$ cat config.mk
export PLATFORM = sky130hd
export DESIGN_NAME = conv_sequencer_flat
export DESIGN_NICKNAME = d
export VERILOG_FILES = /design/src/rtl/conv_sequencer_if.sv /design/src/rtl/conv_sequencer.sv /design/src/flat_wrapper.sv
export SDC_FILE = /design/constraint.sdc
export NUM_CORES = 1
export LEC_CHECK = 0
export CORE_AREA = 2 2 350 352
export DETAILED_ROUTE_END_ITERATION = 8
export DIE_AREA = 0 0 352 354
export SYNTH_ARGS = -nofsm -noshare
export SYNTH_HDL_FRONTEND = slang
export SYNTH_SLANG_ARGS = --single-unit
export TNS_END_PERCENT = 30
$ cat constraint.sdc
create_clock -name clk -period 54.9 [get_ports clk]
set_clock_uncertainty 0.05 [all_clocks]
set_input_delay 10.98 -clock clk [delete_from_list [all_inputs] [get_ports clk]]
set_output_delay 10.98 -clock clk [all_outputs]
set_load 0.02 [all_outputs]
$ cat src/rtl/conv_sequencer_if.sv
// Handshake and data bus between a convolution requester and conv_sequencer.
// Matrix buses use the unified 5x5 layout; kernels use the 3x3 layout.
interface conv_sequencer_if;
    logic         start;
    logic [2:0]   in_m;
    logic [2:0]   in_n;
    logic [1:0]   k_m;
    logic [1:0]   k_n;
    logic [399:0] matrices_in;
    logic [71:0]  kernelMatrix;
    logic         busy;
    logic         done;
    logic         valid;
    logic         err;
    logic [2:0]   out_m;
    logic [2:0]   out_n;
    logic [399:0] matrices_out;
    logic [9:0]   cycleCount;

    modport master (
        output start, in_m, in_n, k_m, k_n, matrices_in, kernelMatrix,
        input  busy, done, valid, err, out_m, out_n, matrices_out, cycleCount
    );

    modport slave (
        input  start, in_m, in_n, k_m, k_n, matrices_in, kernelMatrix,
        output busy, done, valid, err, out_m, out_n, matrices_out, cycleCount
    );
endinterface

$ cat src/rtl/conv_sequencer.sv
// Sequential 2-D convolution: one shared 8x8 MAC stepped one kernel element per
// cycle through IDLE -> CHECK -> RUN -> DONE, with registered handshaked results.
module conv_sequencer #(
    parameter int DW    = 8,
    parameter int ACC_W = 16
) (
    input  logic             clk,
    input  logic             reset,
    conv_sequencer_if.slave  bus
);
    localparam logic [1:0] S_IDLE  = 2'd0;
    localparam logic [1:0] S_CHECK = 2'd1;
    localparam logic [1:0] S_RUN   = 2'd2;
    localparam logic [1:0] S_DONE  = 2'd3;

    logic [1:0]       state_q, state_d;
    logic [2:0]       im_q, im_d, in_q, in_d;
    logic [1:0]       km_q, km_d, kn_q, kn_d;
    logic [199:0]     mat_q, mat_d;
    logic [71:0]      ker_q, ker_d;
    logic [2:0]       i_q, i_d, j_q, j_d;
    logic [1:0]       ki_q, ki_d, kj_q, kj_d;
    logic [ACC_W-1:0] acc_q, acc_d;
    logic [2:0]       om_q, om_d, on_q, on_d;
    logic [199:0]     res_q, res_d;
    logic [9:0]       cnt_q, cnt_d;
    logic             valid_q, valid_d;
    logic             err_q, err_d;

    // Datapath: select the current input and kernel element and accumulate.
    logic [4:0]        row, col, eidx, oidx;
    logic [7:0]        ebit, obit;
    logic [3:0]        kidx;
    logic [6:0]        kbit;
    logic [DW-1:0]     elem, kel;
    logic [2*DW-1:0]   prod;
    logic [ACC_W-1:0]  sum;
    logic              illegal, last_k, last_j, last_i;

    assign row  = 5'(i_q) + 5'(ki_q);
    assign col  = 5'(j_q) + 5'(kj_q);
    assign eidx = row * 5'd5 + col;
    assign ebit = {eidx, 3'b000};
    assign kidx = 4'(ki_q) * 4'd3 + 4'(kj_q);
    assign kbit = {kidx, 3'b000};
    assign oidx = 5'(i_q) * 5'd5 + 5'(j_q);
    assign obit = {oidx, 3'b000};

    assign elem = mat_q[ebit +: DW];
    assign kel  = ker_q[kbit +: DW];
    assign prod = {{DW{1'b0}}, elem} * {{DW{1'b0}}, kel};
    assign sum  = acc_q + ACC_W'(prod);

    assign illegal = (im_q == 3'd0) || (in_q == 3'd0) || (km_q == 2'd0) || (kn_q == 2'd0) ||
                     (im_q > 3'd5) || (in_q > 3'd5) ||
                     (im_q < {1'b0, km_q}) || (in_q < {1'b0, kn_q});

    assign last_k = (kj_q == kn_q - 2'd1) && (ki_q == km_q - 2'd1);
    assign last_j = (j_q == on_q - 3'd1);
    assign last_i = (i_q == om_q - 3'd1);

    always_comb begin
        state_d = state_q;
        im_d    = im_q;
        in_d    = in_q;
        km_d    = km_q;
        kn_d    = kn_q;
        mat_d   = mat_q;
        ker_d   = ker_q;
        i_d     = i_q;
        j_d     = j_q;
        ki_d    = ki_q;
        kj_d    = kj_q;
        acc_d   = acc_q;
        om_d    = om_q;
        on_d    = on_q;
        res_d   = res_q;
        cnt_d   = cnt_q;
        valid_d = valid_q;
        err_d   = err_q;
        unique case (state_q)
            S_IDLE: begin
                if (bus.start) begin
                    im_d    = bus.in_m;
                    in_d    = bus.in_n;
                    km_d    = bus.k_m;
                    kn_d    = bus.k_n;
                    mat_d   = bus.matrices_in[199:0];
                    ker_d   = bus.kernelMatrix;
                    res_d   = '0;
                    om_d    = 3'd0;
                    on_d    = 3'd0;
                    cnt_d   = 10'd0;
                    valid_d = 1'b0;
                    err_d   = 1'b0;
                    state_d = S_CHECK;
                end
            end
            S_CHECK: begin
                if (illegal) begin
                    err_d   = 1'b1;
                    state_d = S_DONE;
                end else begin
                    om_d    = im_q - {1'b0, km_q} + 3'd1;
                    on_d    = in_q - {1'b0, kn_q} + 3'd1;
                    i_d     = 3'd0;
                    j_d     = 3'd0;
                    ki_d    = 2'd0;
                    kj_d    = 2'd0;
                    acc_d   = '0;
                    state_d = S_RUN;
                end
            end
            S_RUN: begin
                cnt_d = cnt_q + 10'd1;
                if (last_k) begin
                    res_d[obit +: 8] = sum[7:0];
                    acc_d = '0;
                    ki_d  = 2'd0;
                    kj_d  = 2'd0;
                    if (last_j) begin
                        j_d = 3'd0;
                        if (last_i) begin
                            i_d     = 3'd0;
                            // valid must already read 1 during the DONE cycle
                            valid_d = 1'b1;
                            state_d = S_DONE;
                        end else begin
                            i_d = i_q + 3'd1;
                        end
                    end else begin
                        j_d = j_q + 3'd1;
                    end
                end else begin
                    acc_d = sum;
                    if (kj_q == kn_q - 2'd1) begin
                        kj_d = 2'd0;
                        ki_d = ki_q + 2'd1;
                    end else begin
                        kj_d = kj_q + 2'd1;
                    end
                end
            end
            default: begin
                valid_d = ~err_q;
                state_d = S_IDLE;
            end
        endcase
    end

    always_ff @(posedge clk or posedge reset) begin
        if (reset) begin
            state_q <= S_IDLE;
            im_q    <= '0;
            in_q    <= '0;
            km_q    <= '0;
            kn_q    <= '0;
            mat_q   <= '0;
            ker_q   <= '0;
            i_q     <= '0;
            j_q     <= '0;
            ki_q    <= '0;
            kj_q    <= '0;
            acc_q   <= '0;
            om_q    <= '0;
            on_q    <= '0;
            res_q   <= '0;
            cnt_q   <= '0;
            valid_q <= 1'b0;
            err_q   <= 1'b0;
        end else begin
            state_q <= state_d;
            im_q    <= im_d;
            in_q    <= in_d;
            km_q    <= km_d;
            kn_q    <= kn_d;
            mat_q   <= mat_d;
            ker_q   <= ker_d;
            i_q     <= i_d;
            j_q     <= j_d;
            ki_q    <= ki_d;
            kj_q    <= kj_d;
            acc_q   <= acc_d;
            om_q    <= om_d;
            on_q    <= on_d;
            res_q   <= res_d;
            cnt_q   <= cnt_d;
            valid_q <= valid_d;
            err_q   <= err_d;
        end
    end

    assign bus.busy         = (state_q == S_CHECK) || (state_q == S_RUN);
    assign bus.done         = (state_q == S_DONE);
    assign bus.valid        = valid_q;
    assign bus.err          = err_q;
    assign bus.out_m        = om_q;
    assign bus.out_n        = on_q;
    assign bus.matrices_out = {200'd0, res_q};
    assign bus.cycleCount   = cnt_q;

    // Upper half of the unified bus carries nothing for a 5x5 operand.
    logic unused_hi;
    assign unused_hi = ^bus.matrices_in[399:200];
endmodule
$ cat src/flat_wrapper.sv
// flat-port wrapper written by rule: the top's interface ports become plain ports
module conv_sequencer_flat 
#(
    parameter int DW    = 8,
    parameter int ACC_W = 16
)
  (clk, reset, bus_start, bus_in_m, bus_in_n, bus_k_m, bus_k_n, bus_matrices_in, bus_kernelMatrix, bus_busy, bus_done, bus_valid, bus_err, bus_out_m, bus_out_n, bus_matrices_out, bus_cycleCount);
  conv_sequencer_if bus_i ();
  input  logic clk;
  input  logic reset;
  input wire logic [$bits(bus_i.start)-1:0] bus_start;
  input wire logic [$bits(bus_i.in_m)-1:0] bus_in_m;
  input wire logic [$bits(bus_i.in_n)-1:0] bus_in_n;
  input wire logic [$bits(bus_i.k_m)-1:0] bus_k_m;
  input wire logic [$bits(bus_i.k_n)-1:0] bus_k_n;
  input wire logic [$bits(bus_i.matrices_in)-1:0] bus_matrices_in;
  input wire logic [$bits(bus_i.kernelMatrix)-1:0] bus_kernelMatrix;
  output wire logic [$bits(bus_i.busy)-1:0] bus_busy;
  output wire logic [$bits(bus_i.done)-1:0] bus_done;
  output wire logic [$bits(bus_i.valid)-1:0] bus_valid;
  output wire logic [$bits(bus_i.err)-1:0] bus_err;
  output wire logic [$bits(bus_i.out_m)-1:0] bus_out_m;
  output wire logic [$bits(bus_i.out_n)-1:0] bus_out_n;
  output wire logic [$bits(bus_i.matrices_out)-1:0] bus_matrices_out;
  output wire logic [$bits(bus_i.cycleCount)-1:0] bus_cycleCount;
  assign bus_i.start = bus_start;
  assign bus_i.in_m = bus_in_m;
  assign bus_i.in_n = bus_in_n;
  assign bus_i.k_m = bus_k_m;
  assign bus_i.k_n = bus_k_n;
  assign bus_i.matrices_in = bus_matrices_in;
  assign bus_i.kernelMatrix = bus_kernelMatrix;
  assign bus_busy = bus_i.busy;
  assign bus_done = bus_i.done;
  assign bus_valid = bus_i.valid;
  assign bus_err = bus_i.err;
  assign bus_out_m = bus_i.out_m;
  assign bus_out_n = bus_i.out_n;
  assign bus_matrices_out = bus_i.matrices_out;
  assign bus_cycleCount = bus_i.cycleCount;
  conv_sequencer #(.DW(DW), .ACC_W(ACC_W)) u_core (.clk(clk), .reset(reset), .bus(bus_i));
endmodule
==> out/summary.txt, run 1 <==
Status - completed
Via density - 4.071
Avg WL per Cell - 19.55 microns
Crit end category - flip-flop
Top FF cell, synth - dfrtp_1
WL final - 82670 microns
Initial antenna violation count - 34
Root buf cell - clkbuf_16
CP arrival - 14.63 ns
R2R Setup Slk - 45.44 ns
Yosys cell types - 60
CP Data Required Time - 55.38 ns
Largest net degree at the start of global routing - 130
I/O Buffers - 504
Setup Viol. Count Final - 0
Routed Antenna Nets - 0
Die width - 352 microns
Final period util - 25.77%
Gr ovfl total - 0
Setup TNS - 0 ns
Final hold vios - 0
Clock Sinks - 520
Initial DRC count - 864
Layout cell share with drive strength beyond 1 - 19.98%
Clock Tree Buf Depth - 3
DRT Pass-1 Iters - 4
GPL Wtd Cong - 0.7833
FF+latch count, synth - 520
Fmax - 70.69 MHz
IO Count - 905
Hold-fix buffers at CTS - 0
Row count - 128
Dpl hpwl - 62610 microns
Max-slew headroom - 25.92%
Num CTS Buffers - 61
Startpoint types - input port
Die area - 0.1246 sq mm
Final Slew Violations - 0
Clock-pin slew of the registers on the worst-case setup and hold paths - 0.06 ns
Number of global-route vias before repair - 17760
Max Cap Viol - 0
DR vias - 17210
Starting density of the core - 21.30%
Die H - 354 microns
Crit-path max FO - 82
Post-synth EDFFs - 0
Syn Area/Cell - 12.62 sq um
Post-CTS setup buffer count - 0
GR Util All Layers - 12.96%
Mapped cell area - 0.02575 sq mm
Sequential area share after synthesis - 50.53%
First-pass GRT wire length - 120600 microns
Fill cells - 12500
Worst hold path type - flip-flop to flip-flop
Worst-Margin Slew - 1.103 ns
Post-synth ARST share - 100.0%
CTS tree - yes
Skew-Pair Late Insertion Delay - 0.66 ns
Crit path time final - 14.15 ns
Post_cts resized - 0
H-tree depth - 2
Area grow syn2layout - 31.86%
Yosys Warn Count - 0
Unrepaired setup endpoints after global routing - false
Syn Inst Count - 2041
Final nets - 3115
Core Area - 0.1209 sq mm
Crit Path Category - input port to flip-flop
DRC - 0
stage by stage:
step	cells	setup slack, ns	utilization (%)	hold slack (ns)	instance area, sq um
final	4228	40.75	28.08	0.4267	33960
after global routing	4225	40.57	28.08	0.4551	33950
after CTS	4217	40.80	28.06	0.4295	33930
after detailed placement	4105	40.09	26.40	0.4160	31920
after global placement	4105	40.08	26.40	0.4097	31920
after floorplan	2240	29.34	-	0.3998	26500
sequential cells by signal, indices dropped and copies added, names as in the netlist:
| register | cells |
|---|---|
| u_core.bus.out_m | 3 |
| u_core.bus.out_n | 3 |
| u_core.i_q | 3 |
| u_core.im_q | 3 |
| u_core.in_q | 3 |
| u_core.kn_q | 2 |
| u_core.bus.valid | 1 |
| u_core.ker_q | 72 |
| u_core.bus.err | 1 |
| u_core.j_q | 3 |
| u_core.ki_q | 2 |
| u_core.bus.cycleCount | 10 |
| u_core.mat_q | 200 |
| u_core.res_q | 200 |
| u_core.state_q | 2 |
| u_core.kj_q | 2 |
| u_core.km_q | 2 |
| u_core.acc_q | 8 |
per-layer routing:
| metal | part of all wire, % | track usage (%) | vias to the layer above |
|---|---|---|---|
| met4 | 2.3 | 3.468 | 34 |
| met3 | 8.8 | 4.979 | 129 |
| li1 | - | - | 7889 |
| met1 | 41 | 15.45 | 8583 |
| met5 | 0.26 | 0 | - |
| met2 | 48 | 21.76 | 579 |
synthesized netlist by cell type, types with 2 or more instances:
master / number / area, sq um
a21o_1: 6 / 45.04
a21oi_1: 23 / 115.1
a221oi_1: 4 / 35.03
a22o_1: 157 / 1375
a22oi_1: 14 / 105.1
a31oi_1: 2 / 12.51
a32o_1: 2 / 20.02
and2_1: 7 / 43.79
and3_1: 4 / 25.02
buf_1: 8 / 30.03
buf_2: 7 / 35.03
buf_4: 205 / 1539
buf_6: 6 / 67.56
clkbuf_1: 63 / 236.5
dfrtp_1: 520 / 13010
fa_1: 25 / 500.5
ha_1: 62 / 775.7
inv_1: 78 / 292.8
mux2_2: 298 / 3356
mux2i_1: 30 / 300.3
mux4_2: 57 / 1284
nand2_1: 146 / 548.0
nand2b_1: 15 / 93.84
nand3_1: 20 / 100.1
nand3b_1: 4 / 30.03
nand4_1: 6 / 37.54
nor2_1: 67 / 251.5
nor2b_1: 9 / 56.30
nor3_1: 8 / 40.04
nor3b_1: 2 / 15.01
o2111ai_1: 2 / 17.52
o21ai_0: 75 / 375.4
o21ai_1: 8 / 40.04
o21ai_2: 20 / 175.2
o221ai_1: 2 / 17.52
o31ai_1: 4 / 30.03
or2_2: 2 / 12.51
or3_1: 5 / 31.28
xnor2_1: 31 / 271.5
xnor2_2: 3 / 48.80
xor2_1: 14 / 122.6
xor2_2: 2 / 32.53
logic make-up (layout without fill, tap and decap cells):
kind of cell	after synthesis	after routing	synth area share (%)
buf+inv	369	721	8.624
other cells	1	211	0.01456
compound gates	327	327	9.489
flops	520	520	50.53
fa+ha+maj	87	87	4.956
mux	386	386	19.24
simple gates	300	300	5.213
xor+xnor	51	51	1.939
path summary, 6_finish.rpt:
path,cells after the start,from,endpoint
max,5,bus_start,u_core.mat_q[140]
min reg2reg,2,u_core.res_q[79],u_core.res_q[79]
min,2,u_core.res_q[79],u_core.res_q[79]
max reg2reg,30,u_core.i_q[0],u_core.res_q[143]
max in group asynchronous,4,reset,u_core.ker_q[32]
min in group asynchronous,2,reset,u_core.res_q[149]
cells in the final DEF (no fill, tap or decap), types with 18 or more instances in the layout:
cell type and instances:
buf_4 27, clkbuf_1 18, a21oi_1 23, mux2_2 298, nand3_1 20, nand2_1 145
dfrtp_1 520, conb_1 200, fa_1 24, clkdlybuf4s50_1 504, o21ai_0 75, mux4_2 57
nor2_1 66, xnor2_1 29, a22o_1 157, ha_1 60, clkbuf_16 61, inv_1 77
mux2i_1 30, o21ai_2 20
worst max-delay path, stage by stage:
cell and delay [ns]:
clkdlybuf4s50_1 0.59, nand2_4 0.57, buf_4 0.92, buf_4 0.93, mux2_2 0.42
layout make-up:
cell class	count	area, sq um	area share [%]
diodes	11	27.53	0.08106
clock buffers	92	1773	5.221
flip-flops and latches	520	13010	38.32
well taps	1625	2033	5.988
inverters	78	300.3	0.8843
multi-input cells	1351	11330	33.37
clock inverters	20	232.7	0.6854
repair buffers	531	5248	15.45
Power of run 1 is not shown: default switching activity piles up to over one toggle a cycle in this logic, so the estimate is an artifact.
==> run 2, diff against run 1 <==
--- a/config.mk
+++ b/config.mk
@@ -5,9 +5,9 @@
 export SDC_FILE = /design/constraint.sdc
 export NUM_CORES = 1
 export LEC_CHECK = 0
-export CORE_AREA = 2 2 350 352
+export CORE_AREA = 2 2 351 353
 export DETAILED_ROUTE_END_ITERATION = 8
-export DIE_AREA = 0 0 352 354
+export DIE_AREA = 0 0 353 355
 export SYNTH_ARGS = -nofsm -noshare
 export SYNTH_HDL_FRONTEND = slang
 export SYNTH_SLANG_ARGS = --single-unit
==> constraint.sdc (replaced) <==
create_clock -name clk -period 13.24 [get_ports clk]
set_clock_uncertainty 0.05 [all_clocks]
set_input_delay 2.648 -clock clk [delete_from_list [all_inputs] [get_ports clk]]
set_output_delay 2.648 -clock clk [all_outputs]
set_load 0.02 [all_outputs]
==> run 2 against run 1 <==
  * Core utilization fell by 0.051 points
  * Count of clock-buffer cells in the layout decreased by 8
  * First-iteration DRC count fell by 7.5%
  * Non-clock buffer count up 6
  * Critical endpoint is now u_core.res_q[175]
  * Largest cell class unchanged
  * Wire length up 1.9%
==> out/summary.txt, run 2 (synthesized netlist as in run 1, its figures left out) <==
Initial antenna violation count - 25 (was 34)
IO Count - 905 (unchanged)
Final period util - 69.99%
Hold WS - 0.4296 ns (was 0.4267 ns)
Num CTS Buffers - 61 (unchanged)
Max-slew headroom - 24.61% (was 25.92%)
Most common cell after layout, fill and taps aside - dfrtp_1 (unchanged)
Max Cap Viol - 0 (unchanged)
Final hold vios - 0 (unchanged)
H-tree depth - 2 (unchanged)
Slowest stage delay, CP - 0.98 ns (was 0.93 ns)
Die area - 0.1253 sq mm (was 0.1246 sq mm)
Setup Viol. Count Final - 0 (unchanged)
First-pass GRT wire length - 121900 microns (was 120600 microns)
Pre-CTS setup slack - 3.929 ns (was 40.09 ns)
Slowest cell on the critical path - xnor3_2 (was buf_4)
Core Area - 0.1214 sq mm (was 0.1209 sq mm)
Die width - 353 microns (was 352 microns)
Crit-path max FO - 32 (was 82)
Die H - 355 microns (was 354 microns)
Layout cell share with drive strength beyond 1 - 20.51% (was 19.98%)
GR Util All Layers - 13.09% (was 12.96%)
Number of global-route vias before repair - 17550 (was 17760)
CP arrival - 9.69 ns (was 14.63 ns)
Avg WL per Cell - 19.92 microns (was 19.55 microns)
Final Slew Violations - 0 (unchanged)
Clock-pin slew of the registers on the worst-case setup and hold paths - 0.06 ns (about the same)
Starting density of the core - 21.21% (was 21.30%)
Fill cells - 12590 (was 12500)
Initial DRC count - 799 (was 864)
CTS tree - yes (unchanged)
DP Cell Count - 4111 (was 4105)
Post_cts resized - 0 (unchanged)
DRC - 0 (unchanged)
DR vias - 17390 (was 17210)
GPL Wtd Cong - 0.7700 (was 0.7833)
Unrepaired setup endpoints after global routing - false (unchanged)
Hold-fix buffers at CTS - 0 (unchanged)
Clock Tree Buf Depth - 3 (unchanged)
Dpl hpwl - 63450 microns (was 62610 microns)
Root buf cell - clkbuf_16 (unchanged)
Status - completed (unchanged)
Final nets - 3121 (was 3115)
DRT Pass-1 Iters - 5 (was 4)
Setup ws final - 3.973 ns (was 40.75 ns)
Via density - 4.115 (was 4.071)
Crit path time final - 9.267 ns
Fmax - 107.9 MHz
Largest registers - u_core.mat_q x200, u_core.res_q x200, u_core.ker_q x72 (unchanged)
Routed Antenna Nets - 0 (unchanged)
Post-CTS setup buffer count - 0 (unchanged)
Row count - 128 (unchanged)
Worst hold path type - flip-flop to flip-flop (unchanged)
Skew-Pair Late Insertion Delay - 0.65 ns (was 0.66 ns)
Worst-Margin Slew - 1.119 ns (was 1.103 ns)
Gr ovfl total - 0 (unchanged)
Setup TNS - 0 ns (unchanged)
Area grow syn2layout - 32.14% (was 31.86%)
Reg area - 0.01301 sq mm (unchanged)
Layout Cells excl Fill - 4227 (was 4228)
Most frequent cells in the layout - dfrtp_1 (520), clkdlybuf4s50_1 (504), mux2_2 (298), conb_1 (200), a22o_1 (157) (unchanged)
Largest net degree at the start of global routing - 161 (was 130)
Crit Path Category - flip-flop to flip-flop (was input port to flip-flop)
Startpoint types - flip-flop (was input port)
Crit end category - flip-flop (unchanged)
Clock Sinks - 520 (unchanged)
Multi-input combinational cell area - 0.01132 sq mm (was 0.01133 sq mm)
WL final - 84220 microns (was 82670 microns)
CP Data Required Time - 13.66 ns (was 55.38 ns)
I/O Buffers - 504 (unchanged)
-- run 2: critical path, delay by kind of cell (launching register included) --
kind / cells / cell delay, ns
fa+ha+maj: 11 / 3.71
xor+xnor: 5 / 1.72
mux: 2 / 1.15
buf+inv: 7 / 0.94
compound gates: 4 / 0.70
flops: 1 / 0.54
simple gates: 1 / 0.19
-- run 2: stage by stage --
stage          cell area, sq um  utilization, %
3_3_place_gp              31980           26.34
5_1_grt                   34030           28.03
4_1_cts                   34020           28.03
3_5_place_dp              31980           26.34
6_report                  34030           28.03
2_1_floorplan             26500               -
-- run 2: path summary, 6_finish.rpt --
check | start | depth (start not counted) | slack (ns) | endpoint
max in group asynchronous | reset | 4 | 8.93 | u_core.res_q[1]
min in group asynchronous | reset | 2 | 2.30 | u_core.bus.cycleCount[6]
hold reg to reg | u_core.res_q[12] | 2 | 0.43 | u_core.res_q[12]
setup reg to reg | u_core.i_q[0] | 30 | 3.97 | u_core.res_q[175]
setup / recovery | u_core.i_q[0] | 30 | 3.97 | u_core.res_q[175]
hold / removal | u_core.res_q[12] | 2 | 0.43 | u_core.res_q[12]
-- run 2: layout make-up --
cell class / count / share of cell area, %
clock inverter: 29 / 0.8824
clock buffer: 84 / 5.122
tap: 1625 / 5.975
timing repair buffer: 537 / 15.63
multi-input combinational: 1351 / 33.26
antenna: 3 / 0.02206
sequential: 520 / 38.24
inverter: 78 / 0.8714
-- run 2: layer usage --
layer / vias to the layer above / part of all wire, % / track usage, % / routed length [microns]
met3: 133 / 8.6 / 4.626 / 7205
met5: - / 0.20 / 0 / 169
met1: 8740 / 41 / 16.11 / 34440
li1: 7902 / - / - / -
met2: 593 / 48 / 21.66 / 40430
met4: 26 / 2.4 / 3.609 / 1980
Power of run 2 is left out for the same reason.
==> run 3, diff against run 2 <==
--- a/config.mk
+++ b/config.mk
@@ -5,9 +5,9 @@
 export SDC_FILE = /design/constraint.sdc
 export NUM_CORES = 1
 export LEC_CHECK = 0
-export CORE_AREA = 2 2 351 353
+export CORE_AREA = 2 2 350 352
 export DETAILED_ROUTE_END_ITERATION = 8
-export DIE_AREA = 0 0 353 355
+export DIE_AREA = 0 0 352 354
 export SYNTH_ARGS = -nofsm -noshare
 export SYNTH_HDL_FRONTEND = slang
 export SYNTH_SLANG_ARGS = --single-unit
==> constraint.sdc (replaced) <==
create_clock -name clk -period 8.2 [get_ports clk]
set_clock_uncertainty 0.05 [all_clocks]
set_input_delay 1.64 -clock clk [delete_from_list [all_inputs] [get_ports clk]]
set_output_delay 1.64 -clock clk [all_outputs]
set_load 0.02 [all_outputs]
==> run 3 against run 2 <==
  * First-iteration DRC count grew 8.5%
  * Core utilization rose by 0.41 points
  * Register-to-register slack got worse by 3.6 ns
  * Wire length is 0.18% lower
  * Sequential share of layout area shrank 0.40 points
==> out/summary.txt, run 3 (synthesized netlist as in run 1, its figures left out) <==
Area grow syn2layout - 33.54% (was 32.14%)
Worst R2R Start - u_core.i_q[0] (unchanged)
CP arrival - 8.32 ns (was 9.69 ns)
Die H - 354 microns (was 355 microns)
Worst Hold Endpoint - u_core.res_q[7] (was u_core.res_q[12])
Reg2Reg Depth - 29 (was 30)
Slowest cell on the critical path - fa_2 (was xnor3_2)
Hold Crit Start - u_core.res_q[7] (was u_core.res_q[12])
Num CTS Buffers - 61 (unchanged)
Setup ws final - 0.3918 ns (was 3.973 ns)
Largest registers - u_core.mat_q x200, u_core.res_q x200, u_core.ker_q x72 (unchanged)
Skew-Pair Late Insertion Delay - 0.66 ns (was 0.65 ns)
WL final - 84070 microns (was 84220 microns)
IO Count - 905 (unchanged)
Hold path cells - 2 (unchanged)
Multi-input combinational cell area - 0.01134 sq mm (was 0.01132 sq mm)
Finished Cell Area - 0.03439 sq mm (was 0.03403 sq mm)
DR vias - 17520 (was 17390)
Clock Sinks - 520 (unchanged)
Top layer in use - met5 (unchanged)
Fmax - 128.1 MHz (was 107.9 MHz)
Via density - 4.117 (was 4.115)
R2R Setup Slk - 0.39 ns (was 3.97 ns)
WL met3 - 6828 microns (was 7205 microns)
Status - completed (unchanged)
WL met2 - 40840 microns (was 40430 microns)
RR Endpoint - u_core.res_q[191] (was u_core.res_q[175])
GR Util All Layers - 13.06% (was 13.09%)
Final nets - 3147 (was 3121)
Wl on met1 - 34500 microns (was 34440 microns)
Max-slew headroom - 12.24% (was 24.61%)
Root buf cell - clkbuf_16 (unchanged)
Initial DRC count - 867 (was 799)
Initial antenna violation count - 21 (was 25)
Fill cells - 12520 (was 12590)
Core Area - 0.1209 sq mm (was 0.1214 sq mm)
Crit end category - flip-flop (unchanged)
DP Cell Count - 4131 (was 4111)
Unrepaired setup endpoints after global routing - false (unchanged)
CP Data Required Time - 8.71 ns (was 13.66 ns)
Slowest stage delay, CP - 0.61 ns (was 0.98 ns)
Die area - 0.1246 sq mm (was 0.1253 sq mm)
Setup Viol. Count Final - 0 (unchanged)
Most common cell after layout, fill and taps aside - dfrtp_1 (unchanged)
H-tree depth - 2 (unchanged)
Final period util - 95.22% (was 69.99%)
Die width - 352 microns (was 353 microns)
Top cell by count, worst path - fa_1
GPL Wtd Cong - 0.7907 (was 0.7700)
Pre-CTS setup slack - 0.06384 ns (was 3.929 ns)
First-pass GRT wire length - 121800 microns (was 121900 microns)
Placed inst area - 0.03218 sq mm (was 0.03198 sq mm)
Layout Cells excl Fill - 4256 (was 4227)
CTS tree - yes (unchanged)
Crit-path max FO - 26 (was 32)
I/O Buffers - 504 (unchanged)
Clock-pin slew of the registers on the worst-case setup and hold paths - 0.06 ns (about the same)
Final Slew Violations - 0 (unchanged)
Starting density of the core - 21.30% (was 21.21%)
Max Cap Viol - 0 (unchanged)
Hold-fix buffers at CTS - 0 (unchanged)
Avg WL per Cell - 19.75 microns (was 19.92 microns)
Startpoint types - flip-flop (unchanged)
Worst hold path type - flip-flop to flip-flop (unchanged)
Largest net degree at the start of global routing - 154 (was 161)
Reg area - 0.01301 sq mm (unchanged)
Clock Tree Buf Depth - 3 (unchanged)
DRT Pass-1 Iters - 4 (was 5)
Most frequent cells in the layout - dfrtp_1 (520), clkdlybuf4s50_1 (504), mux2_2 (298), conb_1 (200), a22o_1 (157) (unchanged)
Gr ovfl total - 0 (unchanged)
Worst-Margin Slew - 1.306 ns (was 1.119 ns)
Layout cell share with drive strength beyond 1 - 21.44% (was 20.51%)
Row count - 128 (unchanged)
Routed Antenna Nets - 0 (unchanged)
Final hold vios - 0 (unchanged)
Crit path time final - 7.808 ns (was 9.267 ns)
DRC - 0 (unchanged)
Crit Path Category - flip-flop to flip-flop (unchanged)
Number of global-route vias before repair - 17850 (was 17550)
Dpl hpwl - 64200 microns (was 63450 microns)
-- run 3: changes by cell type in the layout (fill, tap and decap cells not counted), sizes merged --
cell	before	now
clkinv	15	16
buf	33	58
clkinvlp	4	3
diode	3	5
clkbuf	84	89
inv	84	81
-- run 3: worst max-delay path by stage --
stage / slack (ns) / to / startpoint / cells after the start
after floorplan: -0.55 / u_core.acc_q[0] / reset / 1
after global placement: 0.08 / u_core.res_q[191] / u_core.i_q[0] / 30
after detailed placement: 0.06 / u_core.res_q[191] / u_core.ki_q[0] / 30
after CTS: 0.01 / u_core.res_q[191] / u_core.i_q[0] / 30
after global routing: 0.02 / u_core.res_q[191] / u_core.i_q[0] / 31
final: 0.39 / u_core.res_q[191] / u_core.i_q[0] / 29
-- run 3: repair_timing --
item | CTS | global route
gates resized for setup | 0 | 3
setup endpoints to repair | 0 | 26
buffers inserted | 0 | 5
-- run 3: critical path: cells and delay by family, from the launching register on --
| kind | cells | cell delay (ns) |
|---|---|---|
| XOR/XNOR | 5 | 0.98 |
| flip-flops | 1 | 0.36 |
| buffers and inverters | 7 | 0.69 |
| AO/OA/AOI/OAI | 3 | 0.75 |
| adder cells (fa/ha/maj) | 10 | 4.01 |
| AND/OR/NAND/NOR | 2 | 0.18 |
| multiplexers | 2 | 0.60 |
-- run 3: cell type report --
| class | instances | area share (%) |
|---|---|---|
| inverter | 78 | 0.8623 |
| clock inverter | 26 | 0.8477 |
| sequential | 520 | 37.84 |
| clock buffer | 88 | 5.290 |
| timing repair buffer | 563 | 16.23 |
| antenna | 5 | 0.03638 |
| multi-input combinational | 1351 | 32.99 |
| tap | 1625 | 5.912 |
-- run 3: per-stage QoR --
| stage | util (%) | hold slack, ns | TNS [ns] |
|---|---|---|---|
| final | 28.44 | 0.4269 | 0 |
| after global placement | 26.61 | 0.4120 | 0 |
| after global routing | 28.44 | 0.4536 | 0 |
| after floorplan | - | 0.3998 | -288.20 |
| after CTS | 28.36 | 0.4329 | 0 |
| after detailed placement | 26.61 | 0.4197 | 0 |
-- run 3: metal layers --
layer	vias up	GRT usage, %
met3	122	4.706
met2	576	21.95
met1	8852	15.78
li1	7948	-
met4	24	3.373
met5	-	0
Power of run 3 is left out for the same reason.
==> RTL change, RTL diff (flow settings as in run 3) <==
`DW` is set to 8 in 2 places; all go to 6.
--- a/src/rtl/conv_sequencer.sv
+++ b/src/rtl/conv_sequencer.sv
@@ -3,3 +3,3 @@
 module conv_sequencer #(
-    parameter int DW    = 8,
+    parameter int DW    = 6,
     parameter int ACC_W = 16
--- a/src/flat_wrapper.sv
+++ b/src/flat_wrapper.sv
@@ -3,3 +3,3 @@
 #(
-    parameter int DW    = 8,
+    parameter int DW    = 6,
     parameter int ACC_W = 16
Formal check against the unedited RTL: not equivalent (Yosys sat finds a counterexample within 4 cycles, from zero or initial values and one cycle with reset high).
==> RTL change against run 3 <==
  * Final area is 12% lower
  * Routed wire length is 14% lower
  * Critical path type unchanged
  * Synthesized area is 13% lower
  * Via count is 11% lower
  * Setup slack worse by 27 ps
  * Sequential cell count is 68 lower
  * Global-route usage is 1.8 points lower
Power is not shown: default switching activity piles up to over one toggle a cycle in this logic, so the estimate is an artifact.
==> RTL change: results (changes against run 3) <==
Yosys
  • Async S/R FF share, synth: 1.000 (unchanged)
  • Prevailing post-synth register cell: dfrtp_1
  • Area contributors post-synth: dfrtp_1 50%, mux2_2 11%, buf_4 6.8%
  • Ys Warns: 0 (unchanged)
  • Syn_area_per_cell: 12.40 um^2 (-1.7%)
  • Seq/Total Area, Yosys: 0.5021 (-0.003157)
  • Top post-synthesis cells by count: 452 x dfrtp_1, 222 x mux2_2, 203 x buf_4
  • Distinct cell type count after synthesis: 56 (-6.7%)

Global route
  • Total GRT Usage: 0.1124 (-0.01824)
  • Largest net degree at the start of global routing: 149 (-3.2%)
  • First-pass GRT wire length: 104,800 um (-14%)
  • Initial antenna violation count: 14 (-33%)

Critical path
  • Reg-to-Reg Start: u_core.kj_q[0]
  • Crit-path slowest cell: fa_1
  • R2R depth: 31 (+6.9%)
  • Setup crit end: u_core.res_q[183]
  • R2r setup slk: 360 ps (-30 ps)
  • CP top delay family: adder cells
  • CP peak stage delay: 580 ps (-30 ps)
  • Crit start category: flip-flop
  • Worst Path Max Fanout: 13 (-50%)
  • Worst EP arrival: 8280 ps (-40 ps)

Worst hold path
  • Worst min-delay path class: reg2reg
  • Hold path start: u_core.res_q[39]

Placement
  • Gpl congestion: 0.7674 (-2.9%)
  • Pre-CTS setup slack: -86.13 ps (-150.0 ps)
  • Inst Count DP: 3,854 (-6.7%)
  • Final HPWL DP: 55,110 um (-14%)
  • Buffers on Ports: 436 (-13%)

Layout
  • Final net count: 2,860 (-9.1%)
  • Fin cells: 3,965 (-6.8%)
  • Fraction of layout cells with a size suffix above 1: 0.1995 (-0.01491)
  • Top Registers: u_core.res_q: 200 flops, u_core.mat_q: 150 flops, u_core.ker_q: 54 flops
  • Fill count: 12.67k (+1.2%)

Clock network
  • Maximum root-to-sink buffer count: 3 (unchanged)
  • CTS root buf: clkbuf_16
  • H-tree Lvls: 2 (unchanged)
  • Worst-skew pair later-pin latency: 620 ps (-40 ps)
  • Clock Pin Slew Worst Setup and Hold Paths: 60 ps (about the same)
  • Total CTS buffers: 54 (-11%)

Detailed routing
  • DR vias: 15.53k (-11%)
  • Routed len/inst: 18.33 um (-7.2%)
  • Iteration-0 DRC Markers: 745 (-14%)
  • DR pass1 iterations: 4 (unchanged)

Timing
  • Final Cycle Share: 0.9555 (+0.003291)
  • Max-slew headroom: 0.2621 (+0.1397)

Status
  • Outcome: completed
==> RTL change: changes by cell type after synthesis, moves of 11 or more <==
cell | run 3 | this run
mux4_2 | 57 | 39
mux2_2 | 298 | 222
dfrtp_1 | 520 | 452
clkbuf_1 | 63 | 52
nand2_1 | 146 | 124
inv_1 | 78 | 62
nor2_1 | 67 | 85
o2bb2ai_1 | 0 | 20
==> RTL change: worst min-delay path by stage <==
stage,to,slack (ps),cells after the start
global placement,u_core.res_q[127],410,2
global route,u_core.res_q[127],450,2
detailed placement,u_core.res_q[127],410,2
finish,u_core.res_q[39],430,2
CTS,u_core.res_q[39],430,2
floorplan,u_core.acc_q[2],400,2
==> RTL change: layer usage <==
layer  GRT usage  part of all wire  vias up
met5           0            0.0012        -
met4     0.02807             0.021       14
met3     0.04139             0.089      109
met2      0.1880              0.48      583
met1      0.1362              0.41     7767
li1            -                 -     7058
==> RTL change: metrics by stage <==
| step | utilization | instance area [um^2] |
|---|---|---|
| after global routing | 0.2516 | 30430 |
| after CTS | 0.2502 | 30250 |
| after floorplan | - | 23280 |
| after detailed placement | 0.2348 | 28390 |
| after global placement | 0.2348 | 28390 |
| final | 0.2517 | 30430 |
==> RTL change: timing repair <==
action	CTS	global route
gates resized for setup	2	22
buffers inserted	0	5
pin swaps	0	10
setup endpoints to repair	26	26
cloned	0	1
==> RTL change: cell type report <==
type / count / share of cell area
timing repair buffer: 494 / 0.1625
antenna: 4 / 0.0003289
multi-input combinational: 1226 / 0.3297
inverter: 63 / 0.007935
tap: 1625 / 0.06681
clock buffer: 71 / 0.05048
clock inverter: 30 / 0.01057
sequential: 452 / 0.3716
==> RTL change: cells by family (layout without fill, tap and decap cells) <==
family / Yosys count / after routing / share of synthesized area
flip-flops: 452 / 452 / 0.5021
buffers and inverters: 337 / 658 / 0.09182
AO/OA/AOI/OAI: 318 / 318 / 0.1071
multiplexers: 295 / 295 / 0.1696
AND/OR/NAND/NOR: 284 / 284 / 0.05405
adder cells (fa/ha/maj): 84 / 84 / 0.05432
XOR/XNOR: 45 / 45 / 0.02083
other: 1 / 204 / 0.0001665
==> RTL change: tightest hold or removal path, cell delays in order, from the launching register on <==
cell     delay (ps)
dfrtp_1         340
nand2_1          60
o21ai_2          50
